==> config.mk <==
export PLATFORM = sky130hd
export DESIGN_NAME = product_bcd_converter_flat
export DESIGN_NICKNAME = d
export VERILOG_FILES = /design/src/rtl/product_bcd_converter_if.sv /design/src/rtl/product_bcd_converter.sv /design/src/flat_wrapper.sv
export SDC_FILE = /design/constraint.sdc
export NUM_CORES = 1
export LEC_CHECK = 0
export BUFFER_PORTS_ARGS = -buffer_cell sky130_fd_sc_hd__clkbuf_2
export CAP_MARGIN = 10
export CELL_PAD_IN_SITES_DETAIL_PLACEMENT = 0
export CELL_PAD_IN_SITES_GLOBAL_PLACEMENT = 1
export CORE_ASPECT_RATIO = 0.5
export CORE_MARGIN = 3
export CORE_UTILIZATION = 46
export DETAILED_ROUTE_END_ITERATION = 6
export PLACE_DENSITY = 0.86
export REMOVE_ABC_BUFFERS = 1
export SYNTH_ARGS = -nofsm -noshare
export SYNTH_HDL_FRONTEND = slang
export SYNTH_SLANG_ARGS = --single-unit
==> constraint.sdc <==
create_clock -name clk_i -period 4.8 [get_ports clk_i]
set_input_delay 0.24 -clock clk_i [delete_from_list [all_inputs] [get_ports clk_i]]
set_output_delay 0.24 -clock clk_i [all_outputs]
set_load 0.03 [all_outputs]
==> src/rtl/product_bcd_converter_if.sv <==
// +----------------------------------------------------------------------+
// | product_bcd_converter_if : start/result bundle of the BCD converter  |
// | Optional Blank lane when PRODUCT_BCD_BLANK_EN is defined.            |
// | Revision: 1.0                                                        |
// +----------------------------------------------------------------------+
`default_nettype none

interface product_bcd_converter_if #(
    parameter int WIDTH  = 16,
    parameter int DIGITS = 5
);
    logic                  start;
    logic [WIDTH-1:0]      product;
    logic                  busy;
    logic                  done;
    logic                  sign;
    logic [4*DIGITS-1:0]   digits;
`ifdef PRODUCT_BCD_BLANK_EN
    logic [DIGITS-1:0]     blank;

    modport master (output start, product, input busy, done, sign, digits, blank);
    modport slave  (input start, product, output busy, done, sign, digits, blank);
`else
    modport master (output start, product, input busy, done, sign, digits);
    modport slave  (input start, product, output busy, done, sign, digits);
`endif
endinterface

`default_nettype wire

==> src/rtl/product_bcd_converter.sv <==
// +----------------------------------------------------------------------+
// | product_bcd_converter : sign + packed BCD of the multiplier product, |
// | iterative double-dabble, one bit per clock. Macro: PRODUCT_BCD_BLANK_EN|
// | Revision: 1.0                                                        |
// +----------------------------------------------------------------------+
`default_nettype none

module product_bcd_converter #(
    parameter int WIDTH  = 16,
    parameter int DIGITS = 5,
    parameter bit SIGNED = 1'b1
) (
    input  wire logic               clk_i,
    input  wire logic               reset_i,
    product_bcd_converter_if.slave  bus
);

    localparam int CW = $clog2(WIDTH + 1);

    typedef enum logic [1:0] {
        S_IDLE  = 2'd0,
        S_SHIFT = 2'd1,
        S_DONE  = 2'd2
    } state_e;

    state_e                 state_q, state_d;
    logic [WIDTH-1:0]       bin_q, bin_d;
    logic [4*DIGITS-1:0]    bcd_q, bcd_d;
    logic [CW-1:0]          cnt_q, cnt_d;
    logic                   neg_q, neg_d;
    logic [4*DIGITS-1:0]    digits_q, digits_d;
    logic                   sign_q, sign_d;

    logic                   in_neg;
    logic [WIDTH-1:0]       mag;
    logic [4*DIGITS-1:0]    bcd_adj;
    logic [4*DIGITS+WIDTH-1:0] shifted;

    // Negation is taken modulo 2^WIDTH, so the most negative value maps to
    // its true magnitude as an unsigned number.
    always_comb begin
        in_neg = SIGNED ? bus.product[WIDTH-1] : 1'b0;
        mag    = in_neg ? (~bus.product + WIDTH'(1)) : bus.product;
    end

    always_comb begin
        bcd_adj = bcd_q;
        for (int i = 0; i < DIGITS; i++) begin
            if (bcd_q[4*i +: 4] >= 4'd5)
                bcd_adj[4*i +: 4] = bcd_q[4*i +: 4] + 4'd3;
        end
        shifted = {bcd_adj, bin_q} << 1;
    end

`ifdef PRODUCT_BCD_BLANK_EN
    logic [DIGITS-1:0] blank_q, blank_d, blank_calc;
    logic              zero_above;

    // Digit 0 is never blanked so a zero result still shows one "0".
    always_comb begin
        blank_calc = '0;
        zero_above = 1'b1;
        for (int i = DIGITS - 1; i >= 1; i--) begin
            zero_above    = zero_above & (shifted[WIDTH + 4*i +: 4] == 4'd0);
            blank_calc[i] = zero_above;
        end
    end
`endif

    always_comb begin
        state_d  = state_q;
        bin_d    = bin_q;
        bcd_d    = bcd_q;
        cnt_d    = cnt_q;
        neg_d    = neg_q;
        digits_d = digits_q;
        sign_d   = sign_q;
`ifdef PRODUCT_BCD_BLANK_EN
        blank_d  = blank_q;
`endif
        case (state_q)
            S_IDLE: begin
                if (bus.start) begin
                    bin_d   = mag;
                    bcd_d   = '0;
                    cnt_d   = CW'(WIDTH);
                    neg_d   = in_neg;
                    state_d = S_SHIFT;
                end
            end
            S_SHIFT: begin
                bcd_d = shifted[WIDTH +: 4*DIGITS];
                bin_d = shifted[WIDTH-1:0];
                cnt_d = cnt_q - CW'(1);
                // Outputs change only here, on the last shift.
                if (cnt_q == CW'(1)) begin
                    state_d  = S_DONE;
                    digits_d = shifted[WIDTH +: 4*DIGITS];
                    sign_d   = neg_q;
`ifdef PRODUCT_BCD_BLANK_EN
                    blank_d  = blank_calc;
`endif
                end
            end
            S_DONE: begin
                state_d = S_IDLE;
            end
            default: begin
                state_d = S_IDLE;
            end
        endcase
    end

    always_ff @(posedge clk_i) begin
        if (reset_i) begin
            state_q  <= S_IDLE;
            bin_q    <= '0;
            bcd_q    <= '0;
            cnt_q    <= '0;
            neg_q    <= 1'b0;
            digits_q <= '0;
            sign_q   <= 1'b0;
`ifdef PRODUCT_BCD_BLANK_EN
            blank_q  <= '0;
`endif
        end else begin
            state_q  <= state_d;
            bin_q    <= bin_d;
            bcd_q    <= bcd_d;
            cnt_q    <= cnt_d;
            neg_q    <= neg_d;
            digits_q <= digits_d;
            sign_q   <= sign_d;
`ifdef PRODUCT_BCD_BLANK_EN
            blank_q  <= blank_d;
`endif
        end
    end

    assign bus.busy   = (state_q != S_IDLE);
    assign bus.done   = (state_q == S_DONE);
    assign bus.sign   = sign_q;
    assign bus.digits = digits_q;
`ifdef PRODUCT_BCD_BLANK_EN
    assign bus.blank  = blank_q;
`endif

endmodule

`default_nettype wire

==> src/flat_wrapper.sv <==
// flat-port wrapper written by rule: the top's interface ports become plain ports
module product_bcd_converter_flat 
#(
    parameter int WIDTH  = 16,
    parameter int DIGITS = 5,
    parameter bit SIGNED = 1'b1
)
  (clk_i, reset_i, bus_start, bus_product, bus_busy, bus_done, bus_sign, bus_digits);
  product_bcd_converter_if #(.WIDTH(WIDTH), .DIGITS(DIGITS)) bus_i ();
  input  wire logic clk_i;
  input  wire logic reset_i;
  input wire logic [$bits(bus_i.start)-1:0] bus_start;
  input wire logic [$bits(bus_i.product)-1:0] bus_product;
  output wire logic [$bits(bus_i.busy)-1:0] bus_busy;
  output wire logic [$bits(bus_i.done)-1:0] bus_done;
  output wire logic [$bits(bus_i.sign)-1:0] bus_sign;
  output wire logic [$bits(bus_i.digits)-1:0] bus_digits;
  assign bus_i.start = bus_start;
  assign bus_i.product = bus_product;
  assign bus_busy = bus_i.busy;
  assign bus_done = bus_i.done;
  assign bus_sign = bus_i.sign;
  assign bus_digits = bus_i.digits;
  product_bcd_converter #(.WIDTH(WIDTH), .DIGITS(DIGITS), .SIGNED(SIGNED)) u_core (.clk_i(clk_i), .reset_i(reset_i), .bus(bus_i));
endmodule
==> results of run 1 <==
[metrics by stage]
stage | hold slack (ns) | worst slack [ns]
CTS | 0.238 | 2.51
detailed placement | 0.448 | 2.52
global placement | 0.442 | 2.64
floorplan | 0.309 | 1.80
global route | 0.256 | 2.36
finish | 0.247 | 2.52
[sequential cells by signal, indices dropped and copies added, names as in the netlist]
name and count:
u_core.bus.digits 20, u_core.cnt_q 5, u_core.state_q 2, u_core.bcd_q 20
u_core.bin_q 16, u_core.bus.sign 1, u_core.neg_q 1
[worst max-delay path: stages, from the launching register on]
cell and delay (ns):
sky130_fd_sc_hd__dfxtp_1 0.37, sky130_fd_sc_hd__nor3b_2 0.84, sky130_fd_sc_hd__nor2_2 0.30, sky130_fd_sc_hd__buf_4 0.31
sky130_fd_sc_hd__a221oi_1 0.25, sky130_fd_sc_hd__nor2_1 0.07
[layer usage]
metal	vias to the layer above	global-route usage (%)
li1	1423	-
met4	0	6.15
met5	-	0
met2	49	31.3
met1	1295	20.2
met3	4	6.17
[worst max-delay path by stage]
stage	end	cells after the start	slack (ns)	from
global route	u_core.bin_q[1]	5	2.36	u_core.state_q[1]
floorplan	u_core.bin_q[1]	4	1.80	u_core.state_q[0]
global placement	u_core.bin_q[1]	5	2.64	u_core.state_q[1]
detailed placement	u_core.bin_q[1]	5	2.52	u_core.state_q[1]
finish	u_core.bin_q[1]	5	2.52	u_core.state_q[1]
CTS	u_core.bin_q[1]	5	2.51	u_core.state_q[1]
[area by class of cell]
class / count / area [sq um]
multi-input combinational: 282 / 1760
tap: 88 / 110
clock inverter: 4 / 75.1
sequential: 65 / 1300
timing repair buffer: 45 / 235
inverter: 14 / 52.6
clock buffer: 12 / 256
fill: 573 / 2620
[power groups by stage]
stage / Sequential [mW] / Clock, mW / Combinational, mW
after global placement: 0.584 / 0 / 0.132
after floorplan: 0.585 / 0 / 0.0825
after CTS: 0.573 / 0.724 / 0.138
final: 0.574 / 0.708 / 0.136
after global routing: 0.575 / 0.748 / 0.152
after detailed placement: 0.585 / 0 / 0.137
[layout by cell type, fill, tap and decap left out, drive strengths merged, types with 12 or more instances in the layout]
cell	instances
a21oi	41
nand2b	12
dfxtp	65
o21ai	16
nor3	12
ha	13
xnor2	15
inv	14
nand2	50
nor2	30
clkbuf	53
a22oi	26
[cells by family (layout without fill, tap and decap cells)]
group / Yosys count / in the layout / share of synthesized area (%)
simple gates: 138 / 138 / 20.7
compound gates: 107 / 107 / 21.9
flops: 65 / 65 / 40.4
buf+inv: 40 / 75 / 5.17
xor+xnor: 18 / 18 / 4.90
fa+ha+maj: 13 / 13 / 5.05
mux: 6 / 6 / 1.87
==> results, run 1 <==
- The routed via count divided by cell count is 5.43.
- The average size of a mapped cell is about 8.3 sq um.
- The number of gates resized after CTS is 0.
- Synthesis handed over a netlist of 387 instances.
- The via count of the first global-routing pass is between 2000 and 3000.
- 0 antenna diodes ended up in the layout.
- The startpoint of the most critical hold path is bus_product[12].
- In this run the cell area measured after placement is 0.00345 sq mm.
- After detailed routing, the number of remaining DRC violations is 0.
- The path with the worst hold slack has its endpoint at u_core.bin_q[12].
- The cell count of the worst hold path is 4.
- The largest net degree at the start of global routing is 67.
- In this run the post-CTS setup repair buffer count came out at 0.
- The total core area is 0.00641 sq mm.
- The highest layer touched by signal routing is met4.
- The total number of clock tree sinks is 65.
- The post-route netlist has between 15 and 20% of its cells at a drive strength greater than 1.
- The CTS buffer count is 9.
- The detailed router put a total of 3.19 mm of wire on met1.
- The length of routed met3 wiring is approximately 320 um.
- The share of synthesized area in the top cell type comes to between 40% and 50%.
- The required time at the endpoint of the critical path is 4.99 ns.
- The residual overflow from global routing is 0.
- Global routing consumed, over all layers together, 17.6% of the routing resources.
- The design area is 0.00379 sq mm.
- The setup check on the worst reg-to-reg path leaves a slack of 2.52 ns.
- The tree is rooted in a sky130_fd_sc_hd__clkbuf_16.
- Clock-pin slew was measured on the worst setup and hold paths at 0.05 ns.
- The final core utilization is 59.1%.
- The final weighted congestion in routability-driven placement is about 0.75.
- The transition time at the pin with the least slew margin is 0.991 ns.
- The maximum root-to-sink buffer count is 2.
- The largest driver fanout on the critical path is 21.
- The instance count after placement with tap cells included is 494.
- Sequential elements use slightly above 40% of the synthesized area.
- The yosys synthesis warning count is 0.
- The largest total area in the synthesized netlist belongs to sky130_fd_sc_hd__dfxtp_1.
- Once detailed placement completed, the half-perimeter wirelength came to 4.58 mm.
- At the later pin of the worst-skew pair, clock insertion delay measures about 0.33 ns.
- The relative contribution of the clock network to total power is 49.9%.
- The commonest cells after synthesis are sky130_fd_sc_hd__dfxtp_1, sky130_fd_sc_hd__nand2_1, sky130_fd_sc_hd__a21oi_1.
- The row count is 20.
- The most used flip-flop cell after synthesis is sky130_fd_sc_hd__dfxtp_1.
- Timing would allow up to 0.439 GHz.
- The x dimension of the die is 124 um.
- TritonCTS built the clock tree.
- The number of hold-slack violations in the final timing report is 0.
- The net switching fraction of the power is 23.1%.
- The part of the power in combinational logic is 9.6%.
- The number of endpoints failing setup at the final stage is 0.
- Wire segments on met2 add up to 3.22 mm in the final route.
- The clock period minus final worst setup slack is approximately 2.3 ns.
- The finished layout holds 510 standard cells, fillers aside.
- The initial antenna violation count is 0.
- Max-cap violations in this run came to 0.
- Measured along the y axis, the die boundary spans 65.1 um.
- The number of port buffers is 41.
- sky130_fd_sc_hd__dfxtp_1 is the most common cell in the netlist.
- Measured against its own limit, the worst slew margin works out to about a third.
- Buffers inserted to repair hold after CTS numbered 0.
- The overall power of the completed layout is 1.42 mW.
- Yosys attributes the largest share of cell area to sky130_fd_sc_hd__dfxtp_1, sky130_fd_sc_hd__a21oi_1, sky130_fd_sc_hd__a22oi_1.
- 42 I/O pins were placed.
- After synthesis, the netlist uses 39 different library cells.
- Once detail routing completed, the nets flagged for antenna violations numbered 0.
- The maximum resistive drop on vdd is 0.190 mV.
- The share of the clock period used by the worst path is 47.4%.
- Data arrives at the worst endpoint at 2.46 ns.
- For this design the total switching power over the nets is approximately 0.33 mW.
- The iteration count of the initial detailed-routing pass is 5.
- The async set or reset register ratio after synthesis is 0%.
- The total leakage power is 1.41 nW.
- The total power divided by cell area is 375 mW/mm^2.
- Internal power comes to 1.09 mW.
- The capturing element type of the critical path is a flip-flop.
- Counting flops with a built-in enable in the synthesized netlist gives 0.
- The average wire length per cell after detail routing is 13.3 um.
- The H-tree generated during clock tree synthesis spans 3 levels.
- The portion of total power attributed to sequential cells is 40.5%.
- The count of state elements after synthesis is 65.
- The number of slew-limit violations in the final report is 0.
- Setup repair after global routing left no endpoint under its margin.
- The reg-to-reg endpoint is u_core.bin_q[1].
- Setup total negative slack on the finished layout was measured at 0 ns.
- The netlist area before placement is 0.00322 sq mm.
- For this block, the initial DRC count from the detailed router was 134.
- The final layout net count is ~450.
- By startpoint and endpoint, the worst setup path is classified as flip-flop to flip-flop.
- The first global-routing pass estimated 11.7 mm of wire.
- The synthesis-to-finish area growth is 17.7%.
- In this run the critical register-to-register path is launched from u_core.state_q[1].
- Between clock sinks in the finished design, the worst skew comes to 0.00757 ns.
- Detailed routing inserted a total of 2771 vias.
- The run finished with clean final reports.
- The area enclosed by the die boundary is 0.00810 sq mm.
- The min-delay analysis places its worst path in the category input port to flip-flop.
- The length in cells of the worst reg-to-reg path is 5.
- The final layout contains routed wiring with a total length of between 6 and 7 mm.
- For this configuration, the core starts out at a cell density of 50.2%.
- The worst setup path is launched from a flip-flop.
Note: power is estimated with default switching activity, not from simulation.
==> run 2, diff against run 1 <==
--- a/config.mk
+++ b/config.mk
@@ -11,9 +11,9 @@
 export CELL_PAD_IN_SITES_GLOBAL_PLACEMENT = 1
 export CORE_ASPECT_RATIO = 0.5
 export CORE_MARGIN = 3
-export CORE_UTILIZATION = 46
+export CORE_UTILIZATION = 39
 export DETAILED_ROUTE_END_ITERATION = 6
-export PLACE_DENSITY = 0.86
+export PLACE_DENSITY = 0.78
 export REMOVE_ABC_BUFFERS = 1
 export SYNTH_ARGS = -nofsm -noshare
 export SYNTH_HDL_FRONTEND = slang
==> constraint.sdc (replaced) <==
create_clock -name clk_i -period 2 [get_ports clk_i]
set_input_delay 0.1 -clock clk_i [delete_from_list [all_inputs] [get_ports clk_i]]
set_output_delay 0.1 -clock clk_i [all_outputs]
set_load 0.03 [all_outputs]
==> results, run 2 (same netlist as run 1, synthesis figures left out) <==
- The required time at the endpoint of the critical path is 2.21 ns (was 4.99 ns).
- The largest net degree at the start of global routing is 25 (was 67).
- The clock root buffer master is sky130_fd_sc_hd__clkbuf_16 (unchanged).
- The routed via count divided by cell count is 5.13 (was 5.43).
- The global-route wire length before repair was 11.9 mm (was 11.7 mm).
- The number of H-tree branching levels is 3 (unchanged).
- The total of fill cells in the finished design is 740 (was 573).
- The area enclosed by the die boundary is 0.00944 sq mm (was 0.00810 sq mm).
- The maximum resistive drop on vdd was 0.358 mV (was 0.190 mV).
- The source-to-sink clock delay at the later pin of the worst-skew pair was 0.33 ns (about the same).
- Result of the run: finished clean (unchanged).
- The detailed-route DRC error count is 0 (unchanged).
- The clock period minus final worst setup slack was 1.85 ns (was 2.28 ns).
- The transition time at the pin with the least slew margin is 0.522 ns (was 0.991 ns).
- The iteration count of the initial detailed-routing pass is 4 (was 5).
- The minimum setup slack after placement is 0.136 ns (was 2.52 ns).
- The final weighted congestion in routability-driven placement is 0.807 (was 0.746).
- The number of gates resized after CTS is 0 (unchanged).
- The total leakage power is 1.44 nW (was 1.41 nW).
- The number of endpoints failing setup at the final stage is 0 (unchanged).
- The number of slew-limit violations in the final report was 0 (unchanged).
- The count of non-filler cells in the finished layout is 538 (was 510).
- The number of port buffers is 41 (unchanged).
- The number of design-rule violations left by the first detailed-router iteration is 113 (was 134).
- The boundary pin count is 42 (unchanged).
- The via count of the first global-routing pass is 2576 (was 2584).
- The overall power of the completed layout is 3.14 mW (was 1.42 mW).
- Commonest cells after routing, fill and taps aside: sky130_fd_sc_hd__dfxtp_1, sky130_fd_sc_hd__nand2_1, sky130_fd_sc_hd__a21oi_1, sky130_fd_sc_hd__clkbuf_2, sky130_fd_sc_hd__nor2_1 (unchanged).
- The clock skew after layout came to 0.00380 ns (was 0.00757 ns).
- The x dimension of the die is 134 um (was 124 um).
- The residual overflow from global routing is 0 (unchanged).
- Unrepaired setup endpoints after global routing: false (unchanged).
- The largest driver fanout on the critical path is 17 (was 21).
- The vertical extent of the die was 70.2 um (was 65.1 um).
- The instance count after placement with tap cells included came to 524 (was 494).
- The final-layout setup total negative slack is 0 ns (unchanged).
- The maximum root-to-sink buffer count is 2 (unchanged).
- The placed wire-length estimate after detailed placement came to 5.14 mm (was 4.58 mm).
- The CTS buffer count is 9 (unchanged).
- The starting density of the core is 42.1% (was 50.2%).
- The final antenna diode count is 0 (unchanged).
- The startpoint of the most critical hold path is bus_product[14] (was bus_product[12]).
- The achievable clock frequency was 0.541 GHz (was 0.439 GHz).
- The count of vias placed by the detailed router was 2758 (was 2771).
- The total power divided by cell area was 816 mW/mm^2 (was 375 mW/mm^2).
- The total routing usage reported by global routing is 15.6% (was 17.6%).
- The row count came to 22 (was 20).
- The layout cell share with drive strength beyond 1 is 18.6% (was 16.8%).
- The final layout net count is 459 (was 449).
- The final-layout worst hold slack came to 0.109 ns (was 0.247 ns).
- The clock slew at the register clock pins of the worst setup and hold paths is 0.05 ns (about the same).
- The type of the worst min-delay path is input port to flip-flop (unchanged).
- The wire length after detailed routing came to 7.12 mm (was 6.79 mm).
- The total core area was 0.00765 sq mm (was 0.00641 sq mm).
- The synthesis-to-finish area growth is 19.5% (was 17.7%).
- The leading cell type in the layout, fill and taps excluded is sky130_fd_sc_hd__dfxtp_1 (unchanged).
- The share of the clock period used by the worst path was 92.4% (was 47.4%).
- The hold buffer count at cts is 0 (unchanged).
- The remaining antenna violation count came to 0 (unchanged).
- The origin of the critical flop-to-flop path was u_core.cnt_q[1] (was u_core.state_q[1]).
- The register-to-register setup slack is 0.15 ns (was 2.52 ns).
- The initial antenna violation count came to 0 (unchanged).
- The number of setup buffers added after CTS is 0 (unchanged).
- The number of hold-slack violations in the final timing report is 0 (unchanged).
- The startpoint type of the worst setup path is a flip-flop (unchanged).
- The worst slew margin relative to its limit came to 65.2% (was 33.6%).
- The total number of clock tree sinks is 65 (unchanged).
- The data arrival at the endpoint of the critical path came to 2.06 ns (was 2.46 ns).
- The number of max-capacitance violations reported came to 0 (unchanged).
- The clock tree from TritonCTS is yes (unchanged).
- The average wire length per cell after detail routing is 13.2 um (was 13.3 um).
- The critical path startpoint is u_core.cnt_q[1] (was u_core.state_q[1]).
- The critical path class is flip-flop to flip-flop (unchanged).
- The slack of the critical path was 0.151 ns (was 2.52 ns).
- The capturing element type of the critical path was a flip-flop (unchanged).
## run 2: cell types whose count changed in the layout (fill, tap and decap cells not counted), moves of 2 or more
| cell | change |
|---|---|
| sky130_fd_sc_hd__clkbuf_1 | +2 |
| sky130_fd_sc_hd__a211oi_2 | +2 |
| sky130_fd_sc_hd__clkinvlp_4 | -2 |
| sky130_fd_sc_hd__a211oi_1 | -2 |
| sky130_fd_sc_hd__bufinv_16 | -2 |
| sky130_fd_sc_hd__buf_4 | +9 |
## run 2: worst max-delay path, stage by stage, from the launching register on
cell and delay [ns]:
sky130_fd_sc_hd__dfxtp_1 0.31, sky130_fd_sc_hd__inv_1 0.08, sky130_fd_sc_hd__ha_1 0.14, sky130_fd_sc_hd__or4b_4 0.46, sky130_fd_sc_hd__or2_1 0.23, sky130_fd_sc_hd__buf_4 0.21, sky130_fd_sc_hd__a211oi_1 0.23, sky130_fd_sc_hd__nor3_1 0.07
## run 2: layer usage
metal / GRT usage, % / part of all wire [%] / wire length (um) / vias up
li1: - / - / - / 1437
met3: 5.32 / 5.3 / 379 / 9
met5: 0 / 0 / 0 / -
met2: 25.1 / 45 / 3240 / 56
met4: 5.64 / 1.3 / 94 / 0
met1: 19.5 / 48 / 3410 / 1256
## run 2: where the power goes
part           internal [mW]  total (mW)  switching (mW)
Clock                  0.892        1.40           0.508
Combinational          0.140       0.357           0.217
Sequential              1.35        1.38          0.0330
Total                   2.38        3.14           0.758
## run 2: final cells by class
cell class                      instances  area (sq um)  area share (%)
Multi-Input combinational cell        282          1770            46.0
Inverter                               14          52.6            1.37
Timing Repair Buffer                   55           323            8.40
Tap cell                              108           135            3.51
Clock buffer                           14           264            6.87
Sequential cell                        65          1300            33.8
## run 2: metrics by stage
step                      area, sq um  utilization, %
after detailed placement         3570            46.6
after global placement           3570            46.6
final                            3840            50.2
after global routing             3840            50.2
after floorplan                  3100               -
after CTS                        3830            50.1
## run 2: worst paths after layout
| check | endpoint | cells after the start |
|---|---|---|
| setup reg to reg | u_core.bus.digits[19] | 7 |
| setup / recovery | u_core.bus.digits[19] | 7 |
| hold reg to reg | u_core.bus.digits[12] | 2 |
| hold / removal | u_core.bin_q[15] | 3 |
